<file path="src/rtl/uart_img_writer.sv">
// -----------------------------------------------------------------------------
// uart_img_writer
//
// Image loader placed directly upstream of the single-port image RAM. It waits
// for a frame-sync byte from the UART receiver, then writes the next ImageBytes
// bytes to RAM addresses 0, 1, 2, ... The RAM port is shared. A pending write
// strobe takes the port for one cycle. At all other times the VGA read address
// passes straight through.
//
// Ports:
//   clk       in   system clock
//   rst       in   asynchronous, active-high reset
//   rx_data   in   [DataWidth]    byte from the UART receiver
//   rx_valid  in   one-cycle strobe, rx_data valid
//   rd_addr   in   [AddressWidth] VGA pixel-fetch address
//   ram_rw    out  1 = read, 0 = write
//   ram_addr  out  [AddressWidth] RAM address (write address or rd_addr)
//   ram_data  out  [DataWidth]    RAM write data
//   busy      out  frame load in progress
//   done      out  one-cycle pulse together with the last byte's write strobe
//   error     out  sticky timeout flag, cleared by the next sync byte
// -----------------------------------------------------------------------------
module uart_img_writer #(
    parameter int                   AddressWidth  = 14,
    parameter int                   DataWidth     = 8,
    parameter int                   ImageBytes    = 16384,
    parameter logic [DataWidth-1:0] SyncByte      = 8'hA5,
    parameter int                   TimeoutCycles = 1200000
) (
    input  logic                    clk,
    input  logic                    rst,
    input  logic [DataWidth-1:0]    rx_data,
    input  logic                    rx_valid,
    input  logic [AddressWidth-1:0] rd_addr,
    output logic                    ram_rw,
    output logic [AddressWidth-1:0] ram_addr,
    output logic [DataWidth-1:0]    ram_data,
    output logic                    busy,
    output logic                    done,
    output logic                    error
);

    localparam int TmoWidth = $clog2(TimeoutCycles + 1);

    // Index of the final byte of a frame.
    localparam logic [AddressWidth:0] LastIdx = (AddressWidth + 1)'(ImageBytes - 1);
    // The counter holds the number of empty cycles already seen. When the
    // current cycle is also empty and the count reaches TimeoutCycles-1, this
    // cycle is the TimeoutCycles-th empty cycle.
    localparam logic [TmoWidth-1:0] TmoLast = TmoWidth'(TimeoutCycles - 1);
    localparam logic [TmoWidth-1:0] TmoMax  = TmoWidth'(TimeoutCycles);

    typedef enum logic {
        IDLE = 1'b0,
        LOAD = 1'b1
    } state_t;

    state_t                  state_q, state_d;
    logic                    wr_en_q, wr_en_d;
    logic [AddressWidth-1:0] wr_addr_q, wr_addr_d;
    logic [DataWidth-1:0]    wr_data_q, wr_data_d;
    logic [AddressWidth:0]   wr_ptr_q, wr_ptr_d;
    logic [TmoWidth-1:0]     tmo_q, tmo_d;
    logic                    busy_q, busy_d;
    logic                    done_q, done_d;
    logic                    error_q, error_d;

    always_comb begin
        state_d   = state_q;
        wr_en_d   = 1'b0;
        wr_addr_d = wr_addr_q;
        wr_data_d = wr_data_q;
        wr_ptr_d  = wr_ptr_q;
        tmo_d     = tmo_q;
        done_d    = 1'b0;
        error_d   = error_q;

        case (state_q)
            IDLE: begin
                if (rx_valid && (rx_data == SyncByte)) begin
                    state_d  = LOAD;
                    wr_ptr_d = '0;
                    tmo_d    = '0;
                    error_d  = 1'b0;
                end
            end
            LOAD: begin
                if (rx_valid) begin
                    // An arriving byte takes priority over a timeout in the same cycle.
                    wr_en_d   = 1'b1;
                    wr_addr_d = wr_ptr_q[AddressWidth-1:0];
                    wr_data_d = rx_data;
                    wr_ptr_d  = wr_ptr_q + 1'b1;
                    tmo_d     = '0;
                    if (wr_ptr_q == LastIdx) begin
                        state_d = IDLE;
                        done_d  = 1'b1;
                    end
                end else if (tmo_q == TmoLast) begin
                    state_d = IDLE;
                    error_d = 1'b1;
                end else if (tmo_q != TmoMax) begin
                    tmo_d = tmo_q + 1'b1;
                end
            end
            default: state_d = IDLE;
        endcase

        busy_d = (state_d == LOAD);
    end

    always_ff @(posedge clk or posedge rst) begin
        if (rst) begin
            state_q   <= IDLE;
            wr_en_q   <= 1'b0;
            wr_addr_q <= '0;
            wr_data_q <= '0;
            wr_ptr_q  <= '0;
            tmo_q     <= '0;
            busy_q    <= 1'b0;
            done_q    <= 1'b0;
            error_q   <= 1'b0;
        end else begin
            state_q   <= state_d;
            wr_en_q   <= wr_en_d;
            wr_addr_q <= wr_addr_d;
            wr_data_q <= wr_data_d;
            wr_ptr_q  <= wr_ptr_d;
            tmo_q     <= tmo_d;
            busy_q    <= busy_d;
            done_q    <= done_d;
            error_q   <= error_d;
        end
    end

    // RAM port mux. The write strobe pre-empts VGA reads for one cycle.
    assign ram_rw   = ~wr_en_q;
    assign ram_addr = wr_en_q ? wr_addr_q : rd_addr;
    assign ram_data = wr_data_q;
    assign busy     = busy_q;
    assign done     = done_q;
    assign error    = error_q;

endmodule

</file>
<file path="config.mk">
export PLATFORM = sky130hd
export DESIGN_NAME = uart_img_writer
export DESIGN_NICKNAME = d
export VERILOG_FILES = /design/src/rtl/uart_img_writer.sv
export SDC_FILE = /design/constraint.sdc
export NUM_CORES = 1
export LEC_CHECK = 0
export BUFFER_PORTS_ARGS = -buffer_cell sky130_fd_sc_hd__buf_2
export CAP_MARGIN = 20
export CORE_UTILIZATION = 40
export DETAILED_ROUTE_END_ITERATION = 10
export GPL_TIMING_DRIVEN = 1
export PLACE_DENSITY_LB_ADDON = 0.05
export SETUP_SLACK_MARGIN = 0.02
export SKIP_CTS_REPAIR_TIMING = 1
export SYNTH_ARGS = -nofsm -noshare
export SYNTH_HDL_FRONTEND = slang
export SYNTH_SLANG_ARGS = --single-unit
</file>
<file path="constraint.sdc">
create_clock -name clk -period 2.27 [get_ports clk]
set_input_delay 0.227 -clock clk [delete_from_list [all_inputs] [get_ports clk]]
set_output_delay 0.227 -clock clk [all_outputs]
set_load 0.02 [all_outputs]
</file>
==> results.md, run 1 <==
- Status: finished, final reports clean
- Layout cells sized above 1: between 20% and 30%
- Top post-synthesis cells by count: nand2_1, dfrtp_1, o21ai_0, a21oi_1, nor2_1
- Worst-path clk slew: 0.07 ns
- Switching share of power: between 20% and 30%
- Leak: 1.86 nW
- Post-Synthesis Cells: ~350
- Worst skew pair latency: 0.34 ns
- Internal: 2.03 mW
- FFs w/ async S/R, synth: 100%
- PwrDens: between 700 and 800 nW/um^2
- Post-DP HPWL: 5.22 mm
- Synth area leader: dfrtp_1
- Synth warn: 0
- Fin util: around half
- Crit path launch type: flip-flop
- Vias per cell: ~5.4
- Actual slew at the worst max-slew pin: 0.635 ns
- Avg WL per Cell: 14.2 um
- Clk pwr share: about two fifths
- Top-count cell post-synth: nand2_1
- CTS Buf Count: 9
- Vias post-DR: around 2800
- Antenna violations before repair: 0
- CTS tree: built
- Top cells by area, synth: dfrtp_1, nand2_1, mux2_2, o21ai_0, o31ai_1
- Rows: 32
- Max Cap Viol: 0
- EDFF count, synth: 0
- Cell Area, Synth: ~3200 um^2
- Max Slew Vio Count: 0
- Clock buffer depth: 2
- Slew HR: between 50% and 60%
- Met3 GRT Util: between 3 and 4%
- Tcrit/Tclk final: between 90% and 100%
- VDD IR max: approximately 260 uV
- Filler cells: between 700 and 800
- Fmax: roughly 0.46 GHz
- I/O Pins: just over 50
- Min Tclk post-route: ~2.2 ns
- Setup TNS: 0 ns
- Tot GR Track Use: between 10% and 20%
- DR pass1 iterations: 4
- Count of cell types in the netlist: between 40 and 50
- Number of routed nets with antenna violations: 0
- Die height: just over 90 um
- Switch Pwr: approximately 0.79 mW
- Hold Path Class: input pin to flip-flop
- GR Util met2: a little under a third
- Core Area: between 7000 and 8000 um^2
- Syn Nets: 375
- CTS sink cnt: just over 60
- Vias in the first global route: between 2000 and 3000
- Post-synthesis register bit count: 62
- Residual DRC: 0
- Crit Path Max Fanout: 6
- Htree depth: 3
- Initial drt markers: roughly 110
- Crit path kind: flip-flop to flip-flop
- Register area share after synthesis: 48.7%
- Die area: around 8300 um^2
- Antenna cells: 0
- Setup Skew: 0.0118 ns
- Worst Path Required: roughly 2.5 ns
- Global routing met1 resource utilization: 27.1%
- Hold Vio Cnt, Final: 0
- Area growth from synthesis to layout: 24.5%
- Post-Place Worst Slack: slightly above 0.07 ns
- IO buf count: 50
- Combinational power share: between 15 and 20%
- Main synth FF type: dfrtp_1
- Overall routed net length: about 7.5 mm
- GRT Max-Usage Layer: met2
- CTS root buf: clkbuf_8
- Part of the power in registers: a little under half
- Worst hold slack: between 0.09 and 0.1 ns
- Critical path arrival: 2.42 ns
- Largest net degree at the start of global routing: 32
- Syn avg cell area: 9.17 um^2
- Grt ovf: 0
- RSZ-0062 raised after global routing: no
- Nature of the critical path endpoint: flip-flop
- GP Congestion: 0.822
- Die width: slightly above 90 um
- First-pass GRT wire length: 12.9 mm
- Post-synth top area share: 48.7%
- Fin nets: 447
- Initial Util: 41.2%
- Final setup vio count: 0
- PnR worst setup slack: around 0.12 ns
## cell usage in the layout, fill, tap and decap left out, types with 2 or more instances in the layout
cell,instances
nor3_1,6
and4_1,5
ha_1,2
o31ai_1,13
mux2i_1,4
nand4b_1,4
nand2b_1,5
clkbuf_8,10
bufinv_16,2
nand4_1,4
nor4_1,4
nand3_1,14
clkinv_4,2
nor2_1,15
xor2_1,4
buf_2,50
a31o_2,2
inv_1,6
or3_4,2
mux2_2,14
a21oi_1,18
or4_1,9
o21ai_0,22
and3_1,3
buf_4,23
and2_1,3
or3_1,3
nand2_1,87
a31oi_1,3
dfrtp_1,61
## cell families (layout without fill, tap and decap cells)
kind of cell | after synthesis | in the layout | synth area share [%]
muxes | 18 | 18 | 6.21
and+or+nand+nor | 172 | 172 | 26.8
xor gates and xnor gates | 4 | 4 | 1.10
adders and majority gates | 3 | 3 | 1.18
buffers and inverters | 21 | 98 | 2.52
DFF | 62 | 62 | 48.7
AOI/OAI and AO/OA | 67 | 67 | 13.4
## worst paths after layout
path                              start           end  slack [ns]  cells after the start
setup / recovery               tmo_q[4]     tmo_q[20]        0.12                      5
hold / removal               rx_data[6]   ram_data[6]        0.09                      3
setup reg to reg               tmo_q[4]     tmo_q[20]        0.12                      5
hold reg to reg            wr_addr_q[3]  wr_addr_q[3]        0.47                      2
max in group asynchronous           rst      tmo_q[2]        1.11                      4
min in group asynchronous           rst   ram_data[1]        0.50                      3
## state kept, by name, indices dropped and copies added, names as in the netlist
name	cells
wr_ptr_q	15
tmo_q	21
wr_addr_q	14
ram_data	8
wr_en_q	1
busy	1
done	1
error	1
## power groups by stage
stage / combinational (mW) / clock (mW) / sequential [mW]
after global routing: 0.492 / 1.17 / 1.31
after detailed placement: 0.432 / 0 / 1.31
after global placement: 0.424 / 0 / 1.31
after floorplan: 0.217 / 0 / 1.36
after CTS: 0.434 / 1.12 / 1.29
final: 0.436 / 1.09 / 1.29
## per-layer routing
layer	routed length (um)	part of all wire [%]
met5	0	0
met1	3720	50
met4	108	1.4
met3	333	4.4
met2	3320	44
## per-stage QoR
step           total power, mW  cell area (um^2)  instances
6_report                  2.82              3960        526
5_1_grt                   2.97              3960        526
4_1_cts                   2.85              3880        519
3_5_place_dp              1.75              3650        503
3_3_place_gp              1.73              3650        503
2_1_floorplan             1.58              3180        347
## critical path, stage by stage (launching register included)
cell,delay (ns)
dfrtp_1,0.43
nand4_4,0.15
or3_4,0.43
or4_4,0.52
or4_1,0.42
a21oi_2,0.12
## cell type report
type / count / area (um^2) / area share, %
multi-input cells: 264 / 1580 / 39.8
flip-flops and latches: 62 / 1550 / 39.2
repair buffers: 75 / 453 / 11.4
clock buffers: 11 / 141 / 3.57
well taps: 102 / 128 / 3.22
clock inverters: 5 / 82.6 / 2.08
inverters: 7 / 26.3 / 0.663
Note: power is estimated with default switching activity, not from simulation.
==> run 2, diff against run 1 <==
- HOLD_SLACK_MARGIN: unset -> 0.12
==> run 2 against run 1 <==
Against the previous run: clock-buffer cell count unchanged; non-clock buffer count rose by 5; die area is the same; utilization increased by 0.65 points; combinational power rose by 2%; flip-flop and latch count unchanged; final cell count increased by 0.95%; routed wire length rose by 0.47%; clock power barely moved; register-to-register slack barely moved; critical path type unchanged; largest power group unchanged.
==> results.md, run 2 (synthesized netlist as in run 1, its figures left out) <==
- Status: finished, final reports clean
- Die area: between 8000 and 9000 um^2
- Tcrit/Tclk final: between 90% and 100%
- Antenna cells: 0
- Final setup vio count: 0
- VDD IR max: 260 uV
- Clk pwr share: between 30% and 40%
- Area growth from synthesis to layout: 26.1%
- Htree depth: 3
- Pwr Total: approximately 2.8 mW
- Antenna violations before repair: 0
- Switching share of power: between 20% and 30%
- Clock buffer depth: 2
- Crit Path Max Fanout: 6
- Switch Pwr: roughly 0.79 mW
- I/O Pins: 51
- DR pass1 iterations: 4
- Part of the power in registers: between 40% and 50%
- Setup Skew: around 0.011 ns
- First-pass GRT wire length: around 13 mm
- Avg WL per Cell: between 10 and 15 um
- Internal: just over 2 mW
- Met3 GRT Util: approximately 3.3%
- Most flop-heavy register: tmo_q
- PwrDens: between 700 and 800 nW/um^2
- RSZ-0062 raised after global routing: no
- Largest net degree at the start of global routing: 32
- Vias per cell: around 5.3
- Min Tclk post-route: roughly 2.2 ns
- Actual slew at the worst max-slew pin: between 0.6 and 0.7 ns
- CP peak stage delay: 0.52 ns
- CTS tree: built
- Tot GR Track Use: between 15 and 20%
- CTS root buf: clkbuf_8
- Vias in the first global route: roughly 2600
- Grt ovf: 0
- Max reg flops: 21
- Crit path launch type: flip-flop
- Most frequent cells in the layout: nand2_1, dfrtp_1, buf_2
- CTS Buf Count: 9
- Setup TNS: 0 ns
- Initial Util: roughly two fifths
- Die width: between 90 and 100 um
- Crit-path cells: nand4_4 -> or3_4 -> or4_4 -> or4_1 -> a21oi_2
- Hold Path Class: input pin to flip-flop
- Layout Cells excl Fill: between 500 and 600
- Slew HR: 57.6%
- GR Util met2: between 30% and 40%
- Rows: 32
- Worst skew pair latency: 0.34 ns
- Crit path kind: flip-flop to flip-flop
- Die height: approximately 90 um
- Combinational power share: between 15 and 20%
- GRT Max-Usage Layer: met2
- Initial drt markers: between 90 and 100
- CP max-delay cell: or4_4
- Commonest non-fill, non-tap cell in the layout: nand2_1
- Number of routed nets with antenna violations: 0
- Fmax: about 0.46 GHz
- Nature of the critical path endpoint: flip-flop
- Worst-path clk slew: around 0.07 ns
- Layout cells sized above 1: between 20% and 30%
- GP Congestion: around 0.82
- Global routing met1 resource utilization: between 20 and 30%
- Placed cells: approximately 500
- Crit-path leading delay family: simple AND/OR/NAND/NOR gates
- Post-DP HPWL: roughly 5.2 mm
- Critical path arrival: about 2.4 ns
- Max Cap Viol: 0
- CP Buf/Inv Count: 0
- Worst Path Required: around 2.5 ns
- IO buf count: 50
- Leak: roughly 1.9 nW
- Overall routed net length: about 7.5 mm
- Reg2reg setup slack: approximately 0.12 ns
- Hold Vio Cnt, Final: 0
- CTS sink cnt: 62
- Fin nets: 452
- Max Slew Vio Count: 0
- Core Area: 7730 um^2
- Residual DRC: 0
- Vias post-DR: 2829
- Largest regs: tmo_q: 21 flops, wr_ptr_q: 15 flops, wr_addr_q: 14 flops
[run 2: tightest hold or removal path: cells and delay by family]
kind          cells  cell delay (ns)
simple gates      2             0.09
buf+inv           1             0.09
[run 2: power groups by stage]
stage | registers (mW) | clock network (mW) | logic [mW]
4_1_cts | 1.29 | 1.12 | 0.434
6_report | 1.29 | 1.09 | 0.443
3_3_place_gp | 1.31 | 0 | 0.424
2_1_floorplan | 1.36 | 0 | 0.217
5_1_grt | 1.31 | 1.17 | 0.499
3_5_place_dp | 1.31 | 0 | 0.432
[run 2: path summary, 6_finish.rpt]
path	from	to	depth (start not counted)
setup / recovery	tmo_q[4]	tmo_q[20]	5
setup reg to reg	tmo_q[4]	tmo_q[20]	5
max in group asynchronous	rst	tmo_q[18]	4
hold reg to reg	wr_addr_q[3]	wr_addr_q[3]	2
min in group asynchronous	rst	ram_data[1]	3
hold / removal	rx_data[7]	ram_data[7]	3
[run 2: stage by stage]
stage          instance area (um^2)  hold WS (ns)  util (%)  setup WS [ns]
6_report                       4010         0.104      51.9          0.116
5_1_grt                        4010         0.127      51.9         0.0290
4_1_cts                        3880       -0.0354      50.2         0.0629
3_5_place_dp                   3650         0.330      47.3         0.0715
3_3_place_gp                   3650         0.328      47.3          0.107
2_1_floorplan                  3180         0.332         -          0.124
[run 2: cell type report]
cell class                      count  area (um^2)
Timing Repair Buffer               80          503
Tap cell                          102          128
Multi-Input combinational cell    264         1580
Sequential cell                    62         1550
Clock buffer                       11          141
Clock inverter                      5         82.6
Fill cell                         722         3710
Inverter                            7         26.3
[run 2: layer usage]
metal  routed length [um]  vias to the layer above
met3                  335                       10
met4                  104                        0
met2                 3330                       64
met1                 3750                     1344
li1                     -                     1411
met5                    0                        -
